File: src/rtl/ram8_bist.sv
// March-style self-test master for a RAM8-compatible memory. It writes a background
// pattern, reads it back, writes the complement, reads that back, then reports the result.
module ram8_bist #(
  parameter int                ADDR_W = 3,
  parameter int                DATA_W = 16,
  parameter logic [DATA_W-1:0] BG     = 16'hA5C3
) (
  input  logic              clk,
  input  logic              reset_n,
  input  logic              start,
  output logic              busy,
  output logic              done,
  output logic              pass,
  output logic [ADDR_W-1:0] fail_addr,
  output logic              fail_phase,
  output logic              mem_load,
  output logic [ADDR_W-1:0] mem_address,
  output logic [DATA_W-1:0] mem_in,
  input  logic [DATA_W-1:0] mem_out,
  output logic [2:0]        dbg_state
);

  typedef enum logic [2:0] {
    ST_IDLE = 3'd0,
    ST_W0   = 3'd1,
    ST_R0   = 3'd2,
    ST_W1   = 3'd3,
    ST_R1   = 3'd4,
    ST_DONE = 3'd5
  } state_t;

  localparam logic [ADDR_W-1:0] A_LAST = '1;

  state_t              state_q, state_d;
  logic [ADDR_W-1:0]   a_q, a_d;
  logic                pass_q, pass_d;
  logic [ADDR_W-1:0]   fail_addr_q, fail_addr_d;
  logic                fail_phase_q, fail_phase_d;
  logic [DATA_W-1:0]   p0, p1;

  // Mixing the address into the background makes address-decoder aliasing visible.
  assign p0 = BG ^ {{(DATA_W-ADDR_W){1'b0}}, a_q};
  assign p1 = ~p0;

  always_ff @(posedge clk) begin
    if (!reset_n) begin
      state_q      <= ST_IDLE;
      a_q          <= '0;
      pass_q       <= 1'b0;
      fail_addr_q  <= '0;
      fail_phase_q <= 1'b0;
    end else begin
      state_q      <= state_d;
      a_q          <= a_d;
      pass_q       <= pass_d;
      fail_addr_q  <= fail_addr_d;
      fail_phase_q <= fail_phase_d;
    end
  end

  always_comb begin
    state_d      = state_q;
    a_d          = a_q;
    pass_d       = pass_q;
    fail_addr_d  = fail_addr_q;
    fail_phase_d = fail_phase_q;
    busy         = 1'b0;
    done         = 1'b0;
    mem_load     = 1'b0;
    mem_address  = '0;
    mem_in       = '0;
    case (state_q)
      ST_IDLE: begin
        if (start) begin
          state_d      = ST_W0;
          a_d          = '0;
          pass_d       = 1'b0;
          fail_addr_d  = '0;
          fail_phase_d = 1'b0;
        end
      end
      ST_W0: begin
        busy        = 1'b1;
        mem_load    = 1'b1;
        mem_address = a_q;
        mem_in      = p0;
        a_d         = a_q + 1'b1;
        if (a_q == A_LAST) state_d = ST_R0;
      end
      // Reads compare against the combinational RAM output in the same cycle.
      ST_R0: begin
        busy        = 1'b1;
        mem_address = a_q;
        if (mem_out != p0) begin
          state_d      = ST_DONE;
          pass_d       = 1'b0;
          fail_addr_d  = a_q;
          fail_phase_d = 1'b0;
        end else begin
          a_d = a_q + 1'b1;
          if (a_q == A_LAST) state_d = ST_W1;
        end
      end
      ST_W1: begin
        busy        = 1'b1;
        mem_load    = 1'b1;
        mem_address = a_q;
        mem_in      = p1;
        a_d         = a_q + 1'b1;
        if (a_q == A_LAST) state_d = ST_R1;
      end
      ST_R1: begin
        busy        = 1'b1;
        mem_address = a_q;
        if (mem_out != p1) begin
          state_d      = ST_DONE;
          pass_d       = 1'b0;
          fail_addr_d  = a_q;
          fail_phase_d = 1'b1;
        end else begin
          a_d = a_q + 1'b1;
          if (a_q == A_LAST) begin
            state_d = ST_DONE;
            pass_d  = 1'b1;
          end
        end
      end
      ST_DONE: begin
        done    = 1'b1;
        state_d = ST_IDLE;
      end
      default: state_d = ST_IDLE;
    endcase
  end

  assign pass       = pass_q;
  assign fail_addr  = fail_addr_q;
  assign fail_phase = fail_phase_q;
  assign dbg_state  = state_q;

endmodule

File: config.mk
export PLATFORM = sky130hd
export DESIGN_NAME = ram8_bist
export DESIGN_NICKNAME = d
export VERILOG_FILES = /design/src/rtl/ram8_bist.sv
export SDC_FILE = /design/constraint.sdc
export NUM_CORES = 1
export LEC_CHECK = 0
export ABC_AREA = 1
export ABC_CLOCK_PERIOD_IN_PS = 1200
export BUFFER_PORTS_ARGS = -buffer_cell sky130_fd_sc_hd__buf_4
export CORE_UTILIZATION = 40
export DETAILED_ROUTE_END_ITERATION = 12
export GPL_TIMING_DRIVEN = 1
export PLACE_DENSITY_LB_ADDON = 0.08
export SYNTH_ARGS = -nofsm -noshare
export SYNTH_HDL_FRONTEND = slang
export SYNTH_SLANG_ARGS = --single-unit
export TNS_END_PERCENT = 30
File: constraint.sdc
create_clock -name clk -period 1.2 [get_ports clk]
set_input_delay 0.06 -clock clk [delete_from_list [all_inputs] [get_ports clk]]
set_output_delay 0.06 -clock clk [all_outputs]
set_load 0.03 [all_outputs]
== After elaboration in Yosys (flattened, before gate mapping) ==
Cells that the tools add are included.

* Output and inout bits: 30
* Input bits: 19
* Register bits after elaboration: 11
* Word-level logic and storage cells: 61

* Reduce and logical (&&, ||, !) cells: 9
* Equal/unequal tests: 17
* Bitwise logic cells: 2
* Muxes and demuxes: 27
* Add/subtract/negate cells: 1

{| class="wikitable"
|+ Operators with widths
! cell !! count
|-
| 3-bit two-way mux || 13
|-
| 16-bit != test || 2
|-
| 16-bit one-hot mux with 2 select lines || 1
|-
| 16-bit inverter || 1
|-
| 3-bit one-hot mux with 5 select lines || 1
|-
| 2-bit != test (second input constant) || 7
|-
| 3-bit one-hot mux with 4 select lines || 1
|-
| 4-bit AND reduction || 3
|-
| 3-bit == test (second input constant) || 3
|-
| 3-bit one-hot mux with 3 select lines || 1
|-
| 1-bit two-way mux || 8
|-
| 2-bit inverter with 8-bit output || 1
|-
| 3-bit by 2-bit == test with 1-bit output (second input constant) || 2
|-
| 3-bit != test (second input constant) || 2
|-
| 1-bit one-hot mux with 3 select lines || 2
|-
| 5-bit AND reduction || 1
|-
| 4-bit nonzero test || 1
|-
| 4-bit OR reduction || 1
|-
| 3-bit by 1-bit adder with 3-bit output (second input constant) || 1
|-
| 3-bit by 1-bit == test with 1-bit output (second input constant) || 1
|-
| 3-bit zero test || 1
|-
| 3-bit nonzero test || 1
|-
| 2-bit OR reduction || 1
|}

== Logic depth before layout (Yosys ltp) ==
Gate-level depths: netlist of the first run.

* Depth in word-level cells: 5
* Gate-level depth with buffers: 12
* Mapped depth without buffers: 12

== Least setup slack after synthesis of the first run ==
Ideal clock, no wire load.

* Path kind: flip-flop to output port
* Start point: register state_q[0], in the netlist dbg_state[0]
* End point: output mem_in[0]
* Stages on the path, launching flop included: 5
* Slack: -1.122 ns
* Arrival time: 2.262 ns
* Path buffers: 0
* Required time: 1.140 ns
* Cells stage by stage: dfxtp_1 > nand2_1 > nor2_1 > inv_1 > o21ai_0

* Word-level cells in the longest chain between the ends: 2
* Elaborated cells between the ends (all ways): 3
* Those cells by class: eq/ne (2); mux (1)

{| class="wikitable"
|+ RTL lines
! what !! RTL line !! source
|-
| from (decl) || 34 || <nowiki>state_t state_q, state_d;</nowiki>
|-
| from (signal assigned) || 53 || <nowiki>state_q <= state_d;</nowiki>
|-
| 3-bit by 2-bit == test with 1-bit output or 3-bit by 1-bit == test with 1-bit output (tied branches) || 72 || <nowiki>case (state_q)</nowiki>
|-
| 16-bit one-hot mux with 2 select lines * || 72 ||
|-
| to (decl) || 18 || <nowiki>output logic [DATA_W-1:0] mem_in,</nowiki>
|}

Every way passes the cells marked *; elsewhere a longest branch is shown, timed or not.

== Worst setup path after layout of the first run ==
* Start point: register state_q[2], in the netlist dbg_state[2]
* End point: output mem_in[5]

The elaborated chain is that of the path after synthesis.

==> results of run 1 <==
==> worst max-delay path, stage by stage (launching register included) <==
cell and delay, ps:
dfxtp_4 370, inv_4 60, buf_6 100, nand2_8 60, nor2_4 160, buf_6 170
buf_6 130
==> final cells by class <==
class	count	area [um2]
clock buffers	3	22.5
clock inverters	1	5.00
fillers	181	548
inverters	30	119
multi-input cells	111	669
flip-flops and latches	11	238
well taps	28	35.0
repair buffers	72	597
==> sequential cells by signal, summed over array words and instances (netlist names) <==
register,cells
fail_addr,3
dbg_state,3
a_q,3
pass,1
fail_phase,1
==> per-stage QoR <==
step | setup TNS (ps) | hold WS, ps | instance area, um2 | util (%)
after floorplan | -507 | 337 | 1040 | -
after global placement | -720 | 350 | 1480 | 66.4
after detailed placement | -1000 | 364 | 1480 | 66.4
after CTS | -4490 | 72.6 | 1640 | 73.6
after global routing | -6750 | 77.2 | 1690 | 75.5
final | -4270 | 72.8 | 1690 | 75.5
==> path summary, 6_finish.rpt <==
check | from | to | slack (ps)
max | dbg_state[2]$_SDFFE_PN0P_ | mem_in[5] | -190
min | reset_n | dbg_state[0]$_SDFFE_PN0P_ | 70
max reg2reg | a_q[1]$_SDFFE_PN0P_ | dbg_state[2]$_SDFFE_PN0P_ | -170
min reg2reg | pass$_SDFFE_PN0P_ | pass$_SDFFE_PN0P_ | 450
==> power by group <==
group / leakage [nW] / switching [mW] / internal (mW) / total, mW
clock network: 0.0177 / 0.134 / 0.124 / 0.258
logic: 0.762 / 1.81 / 1.29 / 3.11
registers: 0.0931 / 0.108 / 0.479 / 0.586
total: 0.873 / 2.05 / 1.90 / 3.95
==> layer usage <==
layer  part of all wire, %  global-route usage (%)
met4                   1.7                    9.26
met2                    53                    42.5
met3                   5.5                    1.19
met1                    40                    23.2
met5                     0                       0
==> layout by cell type (no fill, tap or decap), types with 2 or more instances in the layout <==
cell,count
nor2_2,2
o21ai_4,3
clkinv_2,2
nand3_2,2
nand3_1,12
dfxtp_2,2
nor2_4,6
a21oi_1,3
dfxtp_4,4
nand3_4,3
nand2_2,12
ha_1,2
o21ai_1,5
inv_4,2
inv_2,5
buf_4,57
nand2_1,36
inv_1,22
clkbuf_4,3
dfxtp_1,5
nor2_1,19
buf_6,15
==> timing repair <==
item / CTS / global route
setup endpoints to repair: 33 / 32
pin swaps: 4 / 8
buffers inserted: 6 / 0
resized for setup: 24 / 15
==> kinds of logic (layout without fill, tap and decap cells) <==
logic type	count (synthesis)	after routing	share of synthesized area (%)
AO/OA/AOI/OAI	13	13	6.76
adder cells (fa/ha/maj)	2	2	2.60
buffers and inverters	42	106	20.8
flip-flops	11	11	22.9
AND/OR/NAND/NOR	96	96	46.9
==> metrics.md, run 1 <==
| Metric | Value |
|---|---|
| Placer Congestion | `0.939` |
| Final min period | `1390 ps` |
| Slew margin rel. | `82.1%` |
| Placed insts | `246` |
| Clock buffer count from CTS | `3` |
| Synth top area share | `22.9%` |
| Largest net degree at the start of global routing | `11` |
| Commonest cells post-synth | `47 x nand2_1, 24 x inv_1, 24 x nor2_1` |
| Mean number of vias per cell | `4.69` |
| Global route overflow | `0` |
| Tcrit/Tclk final | `116%` |
| Total length of routed wires | `2790 um` |
| Count of final setup violators | `31` |
| Yosys reg bits | `11` |
| DP HPWL | `2050 um` |
| Failing checks | `negative setup slack` |
| Post-place setup slack | `-145 ps` |
| CTS Sinks | `11` |
| Vias in the first global route | `1084` |
| Top-count cell post-synth | `nand2_1` |
| Req. time, crit path | `1140 ps` |
| RSZ-0062 raised after global routing | `yes` |
| ANT nets after route | `0` |
| GR Util All Layers | `21.6%` |
| Mapped Cells | `164` |
| Tot Pwr | `3.95 mW` |
| Die Area | `2610 um2` |
| DIE HEIGHT | `51.0 um` |
| IO Pins | `49` |
| Antenna cell count | `0` |
| Status | `finished, violations left` |
| Die width | `51.0 um` |
| Htree depth | `1` |
| TritonRoute pass-1 iters | `4` |
| Lkg Pwr | `0.873 nW` |
| Final Hold Fails | `0` |
| Layout cells sized above 1 | `53.5%` |
| Dominant cell type by area after synthesis | `dfxtp_1` |
| Main synth FF type | `dfxtp_1` |
| Area Growth Syn to Fin | `75.2%` |
| Clock Root Buffer | `clkbuf_4` |
| Post-synth cell types | `21` |
| CTS tree | `done` |
| Slew Viols, Final | `0` |
| Detailed-route via count | `1201` |
| CTS Buffer Depth | `2` |
| Peak fanout along the critical path | `7` |
| CP Class | `reg2out` |
| Post-Syn Area per Cell | `5.87 um2` |
| Clock latency on the worst-skew pair | `280 ps` |
| Clk pin slew, worst setup/hold paths | `70 ps` |
| Number of synthesized flops with an enable pin | `0` |
| YS warnings | `0` |
| Finished Layout Cells | `256` |
| Worst Hold Class | `in2reg` |
| Final net count | `250` |
| Starting density of the core | `43.1%` |
| DRC violations left | `0` |
| Syn nets | `185` |
| F_max | `721 MHz` |
| Row cnt | `17` |
| Initial antenna violation count | `0` |
| Skew final | `8.55 ps` |
| Pwr/cell area | `2340 nW/um2` |
| Worst Setup End Kind | `output pin` |
| Sequential share of the synthesized area | `22.9%` |
| Total of max-cap violations | `0` |
| Setup ws final | `-186 ps` |
| DR WL/cell | `10.9 um` |
| Max IR drop VDD | `2020 uV` |
| Hold Path Depth | `3` |
| Ranking of synthesized cells by area | `dfxtp_1 23%, nand2_1 18%, inv_1 9.4%` |
| Startpoint types | `register` |
| Hold bufs inserted after CTS | `0` |
| Core Region | `2230 um2` |
| First-pass GRT wire length | `4290 um` |
| Worst r2r path cells | `12` |
| Post-Synthesis Cell Area | `962 um2` |
| IO Port Bufs | `48` |
| Post-synth ARST share | `0%` |
| 1st-iter DRT viols | `30` |
| Worst endpoint data arrival time | `1330 ps` |
| Worst Tran Pin Value | `268 ps` |
No activity file was read; power rests on OpenSTA's default activity.
==> run 2: changes to the inputs <==
ABC_CLOCK_PERIOD_IN_PS = 1530   (was 1200)
CORE_UTILIZATION = 45   (was 40)
clock period = 1.53 ns   (was 1.2 ns; I/O delays follow)
==> metrics.md, run 2 (same netlist as run 1, synthesis figures left out) <==
| Metric | Value |
|---|---|
| Most frequent cells in the layout | `52 x buf_4, 46 x nand2_1, 23 x inv_1, 21 x nor2_1, 13 x nand3_1` |
| Worst Tran Pin Value | `261 ps (-6.87 ps)` |
| Htree depth | `1 (unchanged)` |
| IO Pins | `49 (unchanged)` |
| DIE HEIGHT | `48.2 um (-5.5%)` |
| Tot Pwr | `2.51 mW (-36%)` |
| 1st-iter DRT viols | `13 (-57%)` |
| Detailed-route via count | `1120 (-6.7%)` |
| Worst path cell trace | `nor2_2, nand2_1, clkinv_1, nor2_4, nor2_1, buf_4` |
| Reg2reg start | `dbg_state[0]$_SDFFE_PN0P_` |
| Worst r2r path cells | `7 (-5)` |
| Mean number of vias per cell | `4.77 (+1.6%)` |
| Global route overflow | `0 (unchanged)` |
| Die width | `48.2 um (-5.5%)` |
| CP Class | `reg2out` |
| Slew margin rel. | `82.6% (+0.46 points)` |
| Final net count | `230 (-8.0%)` |
| Status | `complete, no violations` |
| Setup TNS | `0 ps (+4270 ps)` |
| GR Util All Layers | `22.2% (+0.62 points)` |
| Worst Setup End Kind | `output pin` |
| Max IR drop VDD | `1450 uV (-28%)` |
| CP startpoint | `dbg_state[1]$_SDFFE_PN0P_` |
| Placement Cell Area | `1340 um2 (-9.8%)` |
| Hold bufs inserted after CTS | `0 (unchanged)` |
| Hold slack | `98.1 ps (+25.3 ps)` |
| Lkg Pwr | `0.745 nW (-15%)` |
| Fin area | `1390 um2 (-18%)` |
| Clock latency on the worst-skew pair | `270 ps (about the same)` |
| Clock Root Buffer | `clkbuf_4` |
| Layout cells sized above 1 | `39.4% (-14 points)` |
| Row cnt | `16 (-1)` |
| CTS Sinks | `11 (unchanged)` |
| Startpoint types | `register` |
| Final min period | `1440 ps` |
| IO Port Bufs | `48 (unchanged)` |
| Req. time, crit path | `1450 ps (+310 ps)` |
| Antenna cell count | `0 (unchanged)` |
| Vias in the first global route | `916 (-15%)` |
| Initial antenna violation count | `0 (unchanged)` |
| R2r endpoint | `fail_phase$_SDFFE_PN0P_` |
| Worst endpoint data arrival time | `1370 ps (+40 ps)` |
| Most common cell after layout, fill and taps aside | `buf_4` |
| RSZ-0062 raised after global routing | `yes` |
| Worst path bufs/invs | `2 (-2)` |
| Final Hold Fails | `0 (unchanged)` |
| Tcrit/Tclk final | `94.3%` |
| DR WL/cell | `10.2 um (-7.0%)` |
| First-pass GRT wire length | `3570 um (-17%)` |
| CTS Buffer Depth | `2 (unchanged)` |
| Slowest CP cell | `dfxtp_2` |
| Count of final setup violators | `0 (-100%)` |
| Die Area | `2330 um2 (-11%)` |
| Slew Viols, Final | `0 (unchanged)` |
| Hold Path Depth | `3 (unchanged)` |
| Post-place setup slack | `97.0 ps (+242 ps)` |
| Clock buffer count from CTS | `3 (unchanged)` |
| FF-to-FF setup slack | `130 ps (+300 ps)` |
| CTS tree | `done` |
| TritonRoute pass-1 iters | `4 (unchanged)` |
| Largest net degree at the start of global routing | `11 (unchanged)` |
| CP endpoint | `mem_address[2]` |
| DP HPWL | `1990 um (-3.0%)` |
| Total length of routed wires | `2390 um (-15%)` |
| Core Region | `1980 um2 (-11%)` |
| Starting density of the core | `48.5% (+5.5 points)` |
| Total of max-cap violations | `0 (unchanged)` |
| Max stage delay on crit path | `400 ps (+30 ps)` |
| F_max | `693 MHz` |
| DRC violations left | `0 (unchanged)` |
| Skew final | `3.68 ps (-4.87 ps)` |
| Placer Congestion | `0.896 (-4.6%)` |
| Clk pin slew, worst setup/hold paths | `60 ps (about the same)` |
| Worst Hold Class | `in2reg` |
| ANT nets after route | `0 (unchanged)` |
| Area Growth Syn to Fin | `44.3%` |
| Peak fanout along the critical path | `6 (-1)` |
| Pwr/cell area | `1810 nW/um2 (-23%)` |
| Kind of cell adding the most delay to the critical path | `flip-flops` |
| Setup ws final | `86.5 ps (+273 ps)` |
| Fillers | `178 (-1.7%)` |
| Critical path depth | `6 (unchanged)` |
==> run 2: changes by cell type in the layout (fill, tap and decap cells not counted), sizes merged <==
| cell | delta |
|---|---|
| buf | -20 |
| clkinv | -1 |
| clkbuf | +1 |
==> run 2: worst min-delay path by stage <==
stage / start / to / slack [ps]
final: reset_n / dbg_state[0]$_SDFFE_PN0P_ / 100
after global routing: reset_n / dbg_state[0]$_SDFFE_PN0P_ / 120
after CTS: reset_n / dbg_state[0]$_SDFFE_PN0P_ / 100
after detailed placement: reset_n / dbg_state[0]$_SDFFE_PN0P_ / 380
after global placement: reset_n / dbg_state[0]$_SDFFE_PN0P_ / 380
after floorplan: reset_n / dbg_state[0]$_SDFFE_PN0P_ / 360
==> run 2: final cells by class <==
cell class / instances / area, um2 / area share, %
multi-input cells: 111 / 601 / 43.2
well taps: 27 / 33.8 / 2.43
flip-flops and latches: 11 / 225 / 16.2
clock buffers: 4 / 26.3 / 1.89
repair buffers: 52 / 390 / 28.1
inverters: 30 / 113 / 8.11
==> run 2: what timing repair did <==
action | 4_1_cts | 5_1_grt
endpoints found under the setup margin | 7 | 20
resized for setup | 3 | 2
pin swaps | 2 | 1
buffers inserted | 2 | 0
==> run 2: power by group <==
part           switching (mW)  internal (mW)  total (mW)
combinational            1.22          0.645        1.87
sequential             0.0870          0.358       0.445
clock                  0.0947          0.101       0.196
==> run 2: metrics by stage <==
stage	instances	utilization (%)
final	235	70.1
after global routing	235	70.1
after CTS	235	69.8
after detailed placement	229	67.5
after global placement	229	67.5
after floorplan	164	-
==> run 2: per-layer routing <==
layer  up-vias  wire length, um  GRT usage (%)  part of all wire, %
met3         5              178           2.22                  7.5
met2        43             1220           42.4                   51
li1        578                -              -                    -
met1       494              955           24.3                   40
met5         -                0              0                    0
met4         0               36           10.0                  1.5
==> run 2: tightest hold or removal path: stages <==
cell and delay (ps):
buf_4 150, nand2_1 70, nor2_1 40
==> run 3: changes to the inputs <==
ABC_CLOCK_PERIOD_IN_PS = 1700   (was 1530)
CORE_UTILIZATION = 48   (was 45)
clock period = 1.7 ns   (was 1.53 ns; I/O delays follow)
==> metrics.md, run 3 (same netlist as run 1, synthesis figures left out) <==
| Metric | Value |
|---|---|
| Status | `complete, no violations` |
| Req. time, crit path | `1620 ps (+170 ps)` |
| CTS tree | `done` |
| Pwr/cell area | `1630 nW/um2 (-9.7%)` |
| GR peak layer | `met2` |
| Slew margin rel. | `80.9% (-1.7 points)` |
| Placer Congestion | `0.758 (-15%)` |
| Worst r2r path cells | `11 (+4)` |
| Startpoint types | `register` |
| DR WL/cell | `10.4 um (+2.9%)` |
| Detailed-route via count | `1086 (-3.0%)` |
| Clk pin slew, worst setup/hold paths | `60 ps (about the same)` |
| F_max | `625 MHz` |
| Fin area | `1330 um2 (-4.6%)` |
| Die Area | `2190 um2 (-6.0%)` |
| Hold Path Depth | `3 (unchanged)` |
| Final net count | `226 (-1.7%)` |
| IO Pins | `49 (unchanged)` |
| Row cnt | `15 (-1)` |
| Final min period | `1600 ps` |
| Htree depth | `1 (unchanged)` |
| Hold slack | `107 ps (+8.81 ps)` |
| Int Pwr | `0.930 mW (-16%)` |
| GRT met2 Usage | `45.3% (+2.9 points)` |
| Switching share of power | `57.0% (+0.98 points)` |
| TritonRoute pass-1 iters | `4 (unchanged)` |
| Clock buffer count from CTS | `3 (unchanged)` |
| FF-to-FF setup slack | `250 ps (+120 ps)` |
| Most common cell after layout, fill and taps aside | `buf_4` |
| Max IR drop VDD | `956 uV (-34%)` |
| Vias in the first global route | `948 (+3.5%)` |
| Worst Tran Pin Value | `287 ps (+26.1 ps)` |
| Final Hold Fails | `0 (unchanged)` |
| Placement Cell Area | `1290 um2 (-3.4%)` |
| Total of max-cap violations | `0 (unchanged)` |
| Worst Setup End Kind | `output pin` |
| Area Growth Syn to Fin | `37.7%` |
| Worst Hold Class | `in2reg` |
| Clock Root Buffer | `clkbuf_4` |
| Mean number of vias per cell | `4.74 (-0.50%)` |
| DIE HEIGHT | `46.8 um (-3.0%)` |
| Most frequent cells in the layout | `48 x buf_4, 46 x nand2_1, 23 x inv_1, 21 x nor2_1, 13 x nand3_1` |
| Peak fanout along the critical path | `11 (+5)` |
| Clock power share | `8.1% (+0.3 points)` |
| Reg power frac | `18.9% (+1.2 points)` |
| GR Util All Layers | `23.8% (+1.6 points)` |
| CTS Buffer Depth | `2 (unchanged)` |
| Antenna cell count | `0 (unchanged)` |
| CP Class | `reg2out` |
| Starting density of the core | `53.4% (+4.9 points)` |
| DP HPWL | `1990 um (about the same)` |
| First-pass GRT wire length | `3770 um (+5.6%)` |
| Clock latency on the worst-skew pair | `270 ps (about the same)` |
| Global route overflow | `0 (unchanged)` |
| RSZ-0062 raised after global routing | `no` |
| Core Region | `1800 um2 (-9.1%)` |
| CTS Sinks | `11 (unchanged)` |
| Worst endpoint data arrival time | `1510 ps (+140 ps)` |
| Net switching power | `1.23 mW (-12%)` |
| Tcrit/Tclk final | `94.1%` |
| Slew Viols, Final | `0 (unchanged)` |
| Hold bufs inserted after CTS | `0 (unchanged)` |
| 1st-iter DRT viols | `11 (-2)` |
| Lkg Pwr | `0.718 nW (-3.6%)` |
| Initial antenna violation count | `0 (unchanged)` |
| Largest net degree at the start of global routing | `12 (+1)` |
| Count of final setup violators | `0 (unchanged)` |
| Met1 GRT Util | `26.6% (+2.2 points)` |
| DRC violations left | `0 (unchanged)` |
| Die width | `46.8 um (-3.0%)` |
| ANT nets after route | `0 (unchanged)` |
| Comb power frac | `73.0% (-1.5 points)` |
| Met3 usage | `5.77% (+3.5 points)` |
| Layout cells sized above 1 | `36.8% (-2.7 points)` |
| Total length of routed wires | `2390 um (+0.29%)` |
| IO Port Bufs | `48 (unchanged)` |
| Setup TNS | `0 ps (unchanged)` |
| Skew final | `2.02 ps (-1.66 ps)` |
## run 3: cell count changes in the layout (fill, tap and decap cells not counted), sizes merged
cell | previous run | this run
buf | 52 | 48
## run 3: layout make-up
type	instances	area [um2]
multi-input cells	111	573
fillers	163	477
repair buffers	48	360
flip-flops and latches	11	221
inverters	30	113
well taps	25	31.3
clock buffers	4	26.3
## run 3: power by group through the flow
stage	registers, mW	logic (mW)	clock network, mW
after floorplan	0.474	1.10	0
after global placement	0.403	1.53	0
after detailed placement	0.407	1.55	0
after CTS	0.404	1.57	0.181
after global routing	0.420	1.71	0.198
final	0.408	1.58	0.176
## run 3: worst paths after layout
path,start,to
min,reset_n,dbg_state[0]$_SDFFE_PN0P_
min reg2reg,pass$_SDFFE_PN0P_,pass$_SDFFE_PN0P_
max reg2reg,a_q[1]$_SDFFE_PN0P_,dbg_state[2]$_SDFFE_PN0P_
max,dbg_state[2]$_SDFFE_PN0P_,mem_in[2]
## run 3: through the flow
step,instances,total power [mW],utilization [%],setup slack (ps)
after detailed placement,225,1.96,71.7,262
final,229,2.16,73.5,100
after global placement,225,1.93,71.7,299
after global routing,229,2.33,73.5,15.9
after floorplan,164,1.57,-,10.7
after CTS,229,2.15,73.3,22.9
## run 3: timing repair
action	4_1_cts	5_1_grt
gates resized for setup	1	3
buffers inserted	0	0
setup endpoints to repair	3	7
cloned	0	0
## run 3: layer usage
layer | up-vias | wire length [um]
li1 | 569 | -
met2 | 36 | 1200
met5 | - | 0
met4 | 0 | 21
met3 | 4 | 134
met1 | 477 | 1040
## run 3: critical path, cell delays in order, from the launching register on
cell and delay (ps):
dfxtp_1 370, inv_2 130, nand2_2 130, nor2_4 260, nand2_1 110, o21ai_2 70
buf_4 170
